`src/rtl/mont_pkg.sv`:
```
// mont_pkg: shared widths and a bench-side N' helper for the Montgomery reduction stage
package mont_pkg;
  localparam int W_DEFAULT = 8;
  localparam int PROD_W = 2 * W_DEFAULT;
  localparam int U_W = W_DEFAULT + 1;
  // Newton iteration doubles the correct low bits of N^-1 each step (3 -> 6 -> 12 -> 24).
  function automatic logic [W_DEFAULT-1:0] calc_nprime(input logic [W_DEFAULT-1:0] n);
    logic [W_DEFAULT-1:0] x;
    x = n;
    for (int i = 0; i < 3; i++) x = x * (W_DEFAULT'(2) - n * x);
    return -x;
  endfunction
endpackage

```
`src/rtl/mont_final_sub.sv`:
```
// mont_final_sub: conditional subtract u >= n ? u - n : u, W+1 bits in, W bits out
module mont_final_sub #(
  parameter int W = 8
) (
  input  logic [W:0]   u,
  input  logic [W-1:0] n,
  output logic [W-1:0] res
);
  // u < 2n, so the difference always fits in W bits.
  always_comb res = (u >= {1'b0, n}) ? u[W-1:0] - n : u[W-1:0];
endmodule

```
`src/rtl/mont_reduce_8.sv`:
```
// mont_reduce_8: 3-stage pipelined REDC (T*R^-1 mod N) with valid/ready on both sides
module mont_reduce_8
  import mont_pkg::*;
#(
  parameter int W = W_DEFAULT
) (
  input  logic           clk,
  input  logic           rst,
  input  logic           in_valid,
  output logic           in_ready,
  input  logic [2*W-1:0] in_t,
  input  logic [W-1:0]   in_n,
  input  logic [W-1:0]   in_nprime,
  output logic           out_valid,
  input  logic           out_ready,
  output logic [W-1:0]   out_res
);
  logic v1, v2, v3, r1, r2, r3;
  logic [2*W-1:0] t1;
  logic [W-1:0] n1, m1, n2, m_in, fin;
  logic [W:0] u2, u_next;
  logic [W-1:0] sum_lo_unused;
  logic [2*W:0] mn;
  assign r3 = !v3 | out_ready;
  assign r2 = !v2 | r3;
  assign r1 = !v1 | r2;
  assign in_ready = rst | r1;
  assign out_valid = v3;
  assign m_in = in_t[W-1:0] * in_nprime;
  assign mn = {{(W+1){1'b0}}, m1} * {{(W+1){1'b0}}, n1};
  // The low W bits of t + m*n are zero by construction of m.
  assign {u_next, sum_lo_unused} = {1'b0, t1} + mn;
  mont_final_sub #(.W(W)) u_sub (.u(u2), .n(n2), .res(fin));
  always_ff @(posedge clk) begin
    if (rst) begin
      v1 <= 1'b0;
      v2 <= 1'b0;
      v3 <= 1'b0;
      out_res <= '0;
    end else begin
      if (r1) begin
        v1 <= in_valid;
        if (in_valid) begin
          t1 <= in_t;
          n1 <= in_n;
          m1 <= m_in;
        end
      end
      if (r2) begin
        v2 <= v1;
        if (v1) begin
          u2 <= u_next;
          n2 <= n1;
        end
      end
      if (r3) begin
        v3 <= v2;
        if (v2) out_res <= fin;
      end
    end
  end
endmodule
```
`config.mk`:
```
export PLATFORM = sky130hd
export DESIGN_NAME = mont_reduce_8
export DESIGN_NICKNAME = d
export VERILOG_FILES = /design/src/rtl/mont_pkg.sv /design/src/rtl/mont_final_sub.sv /design/src/rtl/mont_reduce_8.sv
export SDC_FILE = /design/constraint.sdc
export NUM_CORES = 1
export LEC_CHECK = 0
export ABC_AREA = 1
export CAP_MARGIN = 20
export CORE_MARGIN = 3
export CORE_UTILIZATION = 40
export DETAILED_ROUTE_END_ITERATION = 8
export SYNTH_ARGS = -nofsm -noshare
export SYNTH_HDL_FRONTEND = slang
export SYNTH_SLANG_ARGS = --single-unit
```
`constraint.sdc`:
```
create_clock -name clk -period 6.7 [get_ports clk]
set_input_delay 1.675 -clock clk [delete_from_list [all_inputs] [get_ports clk]]
set_output_delay 1.675 -clock clk [all_outputs]
set_load 0.02 [all_outputs]
```
* Word level (Yosys, flattened, before mapping) *
Cells that the tools add are included.

storage, ports and cells
  register bits after elaboration = 60
  input bits = 36
  output and inout bits = 10
  word-level logic and storage cells = 26

cells by class
  $add $sub $neg = 2
  multiply operators = 2
  order comparisons = 1
  muxes and demuxes = 1
  bitwise gates (word level) = 5
  reductions and logical operators = 6

operators with widths
  operator           number
  $add A16 B16 Y17   1
  $mul A8 B8 Y16     1
  $ge A9 B8 Y1       1
  $mul A8 B8 Y8      1
  $mux W8            1
  $sub A8 B8 Y8      1
  $reduce_and A3 Y1  2
  $or A1 B1 Y1       4
  $logic_not A1 Y1   3
  $reduce_and A2 Y1  1
  $not A1 Y1         1

* Depth between registers and ports, before layout *
  depth after elaboration = 5
  depth in mapped cells = 21
  mapped depth without buffers = 20

* By module *
Synthesis repeated with hierarchy kept, for this count alone.

unflattened totals
  cell total of the unflattened synthesis = 787
  area, all modules = 6,231.0 um^2

modules (own cells, without submodules)
  module          instances  cells an instance  area an instance (um^2)  seq. area each (um^2)
  mont_reduce_8   1          679                5,627.9                  1,691.6
  mont_final_sub  1          108                603.1                    0.0

* Worst setup path before layout *
Ideal clock, no wire load.

  path type = input-to-reg
  from = input port in_nprime[4]
  to = register m1[7] (data pin)
  setup time = 0.252 ns
  arrival time = 4.591 ns
  data required time = 6.448 ns
  setup slack = 1.857 ns
  cell stages on the path = 17
  buffers on the path = 0
  cells stage by stage = nand2_1 -> inv_1 -> fa_1 -> fa_1 -> inv_1 -> fa_1 -> fa_1 -> inv_1 -> ha_1 -> nand2_1 -> nand3_1 -> nand2_1 -> nand2_1 -> nand2_1 -> inv_1 -> nand3_1 -> nand2_1

on the way
  longest elaborated chain between the ends = 1

RTL lines
  item                    line                 RTL
  start: declaration      mont_reduce_8.sv:13  input logic [W-1:0] in_nprime,
  $mul A8 B8 Y8           mont_reduce_8.sv:29  assign m_in = in_t[W-1:0] * in_nprime;
  via m_in[7]             mont_reduce_8.sv:20  logic [W-1:0] n1, m1, n2, m_in, fin;
  end signal: assignment  mont_reduce_8.sv:46  m1 <= m_in;
  end: declaration        mont_reduce_8.sv:20

The timed path passes the listed nets, and every way through them passes these cells.
A chain may end at the register's enable or synchronous reset.

* Worst setup path after layout *
  from = input port in_t[1]
  to = register m1[7] (data pin)

on the way
  longest elaborated chain between the ends = 1

RTL lines
  item                line                 RTL
  start: declaration  mont_reduce_8.sv:11  input logic [2*W-1:0] in_t,
  $mul A8 B8 Y8       mont_reduce_8.sv:29
  via m_in[7]         mont_reduce_8.sv:20

The timed path passes the listed nets, and every way through them passes these cells.

==> impl_results.md <==
* Final hold slack at 0.461 ns
* # rows at 44
* Max-slew violations at 0
* Crit Path Max Fanout at 8
* Largest net degree at the start of global routing at 23
* WP data required at 6.80 ns
* # DRC at 0
* Fill count at 1,452
* Worst skew pair latency at 0.34 ns
* MaxCap Viol Count at 0
* Max-slew headroom at 58.7%
* Unique masters post-synth at 39
* Post-CTS Setup Bufs at 0
* Htree depth at 3
* Worst-path clk slew at 0.05 ns
* P per Cell Area at 372 nW/um^2
* TNS Setup at 0 ns
* Leakage Power at 3.79 nW
* Peak supply drop at around 0.22 mV
* Final setup fails at 0
* Port bufs at 45
* CP startpoint kind: input port
* Most frequent cells in the layout: 223 x inv_1, 186 x nand2_1, 63 x fa_1
* Ant. Diodes at 0
* Initial Util at 41.8%
* Num CTS Buffers at 9
* Slew @ Worst Pin at 0.618 ns
* Clock Path Buffers at 2
* Share of layout cells above drive strength 1 at approximately 5.4%
* Area delta synth->final at 13.8%
* RSZ-0062 raised after global routing: false
* Syn avg cell area at ~8.3 sq um
* CTS tree: built
* HPWL after detailed placement at 10.1 mm
* Worst Hold Class: reg2reg
* DR pass1 iterations at 4
* NetSw at around 1.2 mW
* Antenna Nets Post-Route at 0
* Post-synth ARST share at 0%
* Vias in the first global route at roughly 4.6k
* Aggregate global-route resource usage at 16.2%
* Die ar. at around 17,000 sq um
* Total gr overflow at 0
* Synth Flop Type: edfxtp_1
* Most common cell after layout, fill and taps aside: inv_1
* Status: completed
* Post-layout min period at 5.23 ns
* Core area at 14,900 sq um
* Number of enable flip-flop cells after synthesis at 49
* Post-DP Area at 6800 sq um
* Final nets at about 940
* Register area share after synthesis at 27.3%
* First-pass GRT wire length at 21.5 mm
* Drt via density at ~4.6
* Sw Share at a little under half
* Gpl congestion at 0.886
* YS warnings at 0
* Worst Setup Path Type: in2reg
* Post-Syn Instances at 748
* Arrival time at the worst endpoint at 5.33 ns
* Via Count at 4,455
* TritonCTS Sinks at 60
* Die Wd at approximately 130 microns
* Worst path max stage delay at 0.55 ns
* Logic pwr share at a little over three fifths
* Antenna violations before repair at 0
* Slowest cell on the critical path: clkdlybuf4s50_1
* Synth top area share at 23.7%
* Post-CTS Hold Buffers at 0
* Top cells by area, synth: edfxtp_1 24%, fa_1 20%, inv_1 13%
* Boundary Pins at 46
* Combined area of the multi-input logic cells at around 3600 sq um
* Sequential power share at a little over a fifth
* DRT iter0 DRCs at 164
* Internal at 1.40 mW
* WL per Instance at 12.4 microns
* Cell Chain, Critical Path: clkdlybuf4s50_1 > nand2_1 > inv_1 > fa_1 > fa_1 > inv_1 > fa_1 > fa_1 > inv_1 > ha_1 > nand2_1 > nand3_1 > nand2_1 > nand2_1 > nand2_1 > inv_1 > nand3_1 > nand2_1
* Final Cycle Share at 78.1%
* Post-Syn Area at 6210 sq um
* Endpoints failing hold at 0
* Most frequent CP cell: nand2_1
* Synthesized flop and latch total at 60
* Setup crit end kind: flip-flop
* DRT Wirelength at around 12 mm
* PostCTS Resize Cnt at 0
* Design area at ~7000 sq um
* CTS Root Cell: clkbuf_16
* Fmax at 0.191 GHz
* Clock share of power at 15.9%
* Clock skew at between 0.008 and 0.009 ns
* Dominant cell type by area after synthesis: edfxtp_1
* FF/Latch Area at 1690 sq um
* Die height at 131 microns
* Synth Net Count at 903
final cells by class:
cell class              instances  area share, %
multi-input cells             445           50.7
inverters                     224           11.9
repair buffers                 46           6.48
clock buffers                  11           3.29
clock inverters                 5          0.407
flip-flops and latches         60           23.9
well taps                     184           3.26
synth_stat cells, types with 3 or more instances:
cell,instances
inv_1,223
nand2_1,186
fa_1,63
ha_1,56
edfxtp_1,49
nand3_1,33
a21oi_1,27
clkbuf_1,15
dfxtp_1,11
nor2_1,11
xor2_1,11
nand2_2,9
o21ai_0,8
nand4_1,5
nand3b_1,4
nor2_4,4
xnor2_1,4
nand2_4,3
layer usage:
metal | vias up | global-route usage (%) | share of wire, %
met5 | - | 0 | 0
met4 | 0 | 3.99 | 1.2
met3 | 11 | 4.55 | 4.7
met2 | 67 | 26.7 | 47
met1 | 2077 | 21.4 | 47
li1 | 2300 | - | -
power by group through the flow:
stage	Sequential [mW]	Clock, mW	Combinational [mW]
after CTS	0.550	0.428	1.67
after detailed placement	0.558	0	1.66
after global placement	0.556	0	1.64
after global routing	0.558	0.445	1.96
after floorplan	0.536	0	1.32
final	0.551	0.417	1.66
sequential cells by signal (all words and copies together), names as in the netlist:
signal,flops
v1,1
u2,9
v2,1
t1,16
m1,8
n1,8
out_valid,1
out_res,8
n2,8
logic make-up after synthesis:
family / after synthesis / share of synthesized area, %
AOI/OAI and AO/OA: 45 / 4.41
buffers and inverters: 243 / 15.0
adders and majority gates: 119 / 31.6
xor gates and xnor gates: 16 / 2.38
DFF: 60 / 27.3
and+or+nand+nor: 265 / 19.3
worst max-delay path: cells and delay by family:
family        cells  cell delay (ns)
simple gates      8             0.60
fa+ha+maj         5             2.30
buf+inv           5             0.74
path summary, 6_finish.rpt:
check	slack (ns)	start	to	cells past startpoint
worst max-delay path	1.47	in_t[1]	m1[7]	18
worst min-delay path	0.46	out_res[1]	out_res[1]	2
worst max register to register	2.13	n1[4]	u2[8]	15
worst min register to register	0.46	out_res[1]	out_res[1]	2
through the flow:
step	worst slack [ns]	utilization [%]	cells	total power [mW]
floorplan	1.86	-	748	1.85
global placement	1.12	45.8	959	2.20
detailed placement	1.09	45.8	959	2.22
CTS	1.45	47.5	975	2.65
global route	1.21	47.5	975	2.96
finish	1.47	47.5	975	2.63
Note: power is estimated with default switching activity, not from simulation.
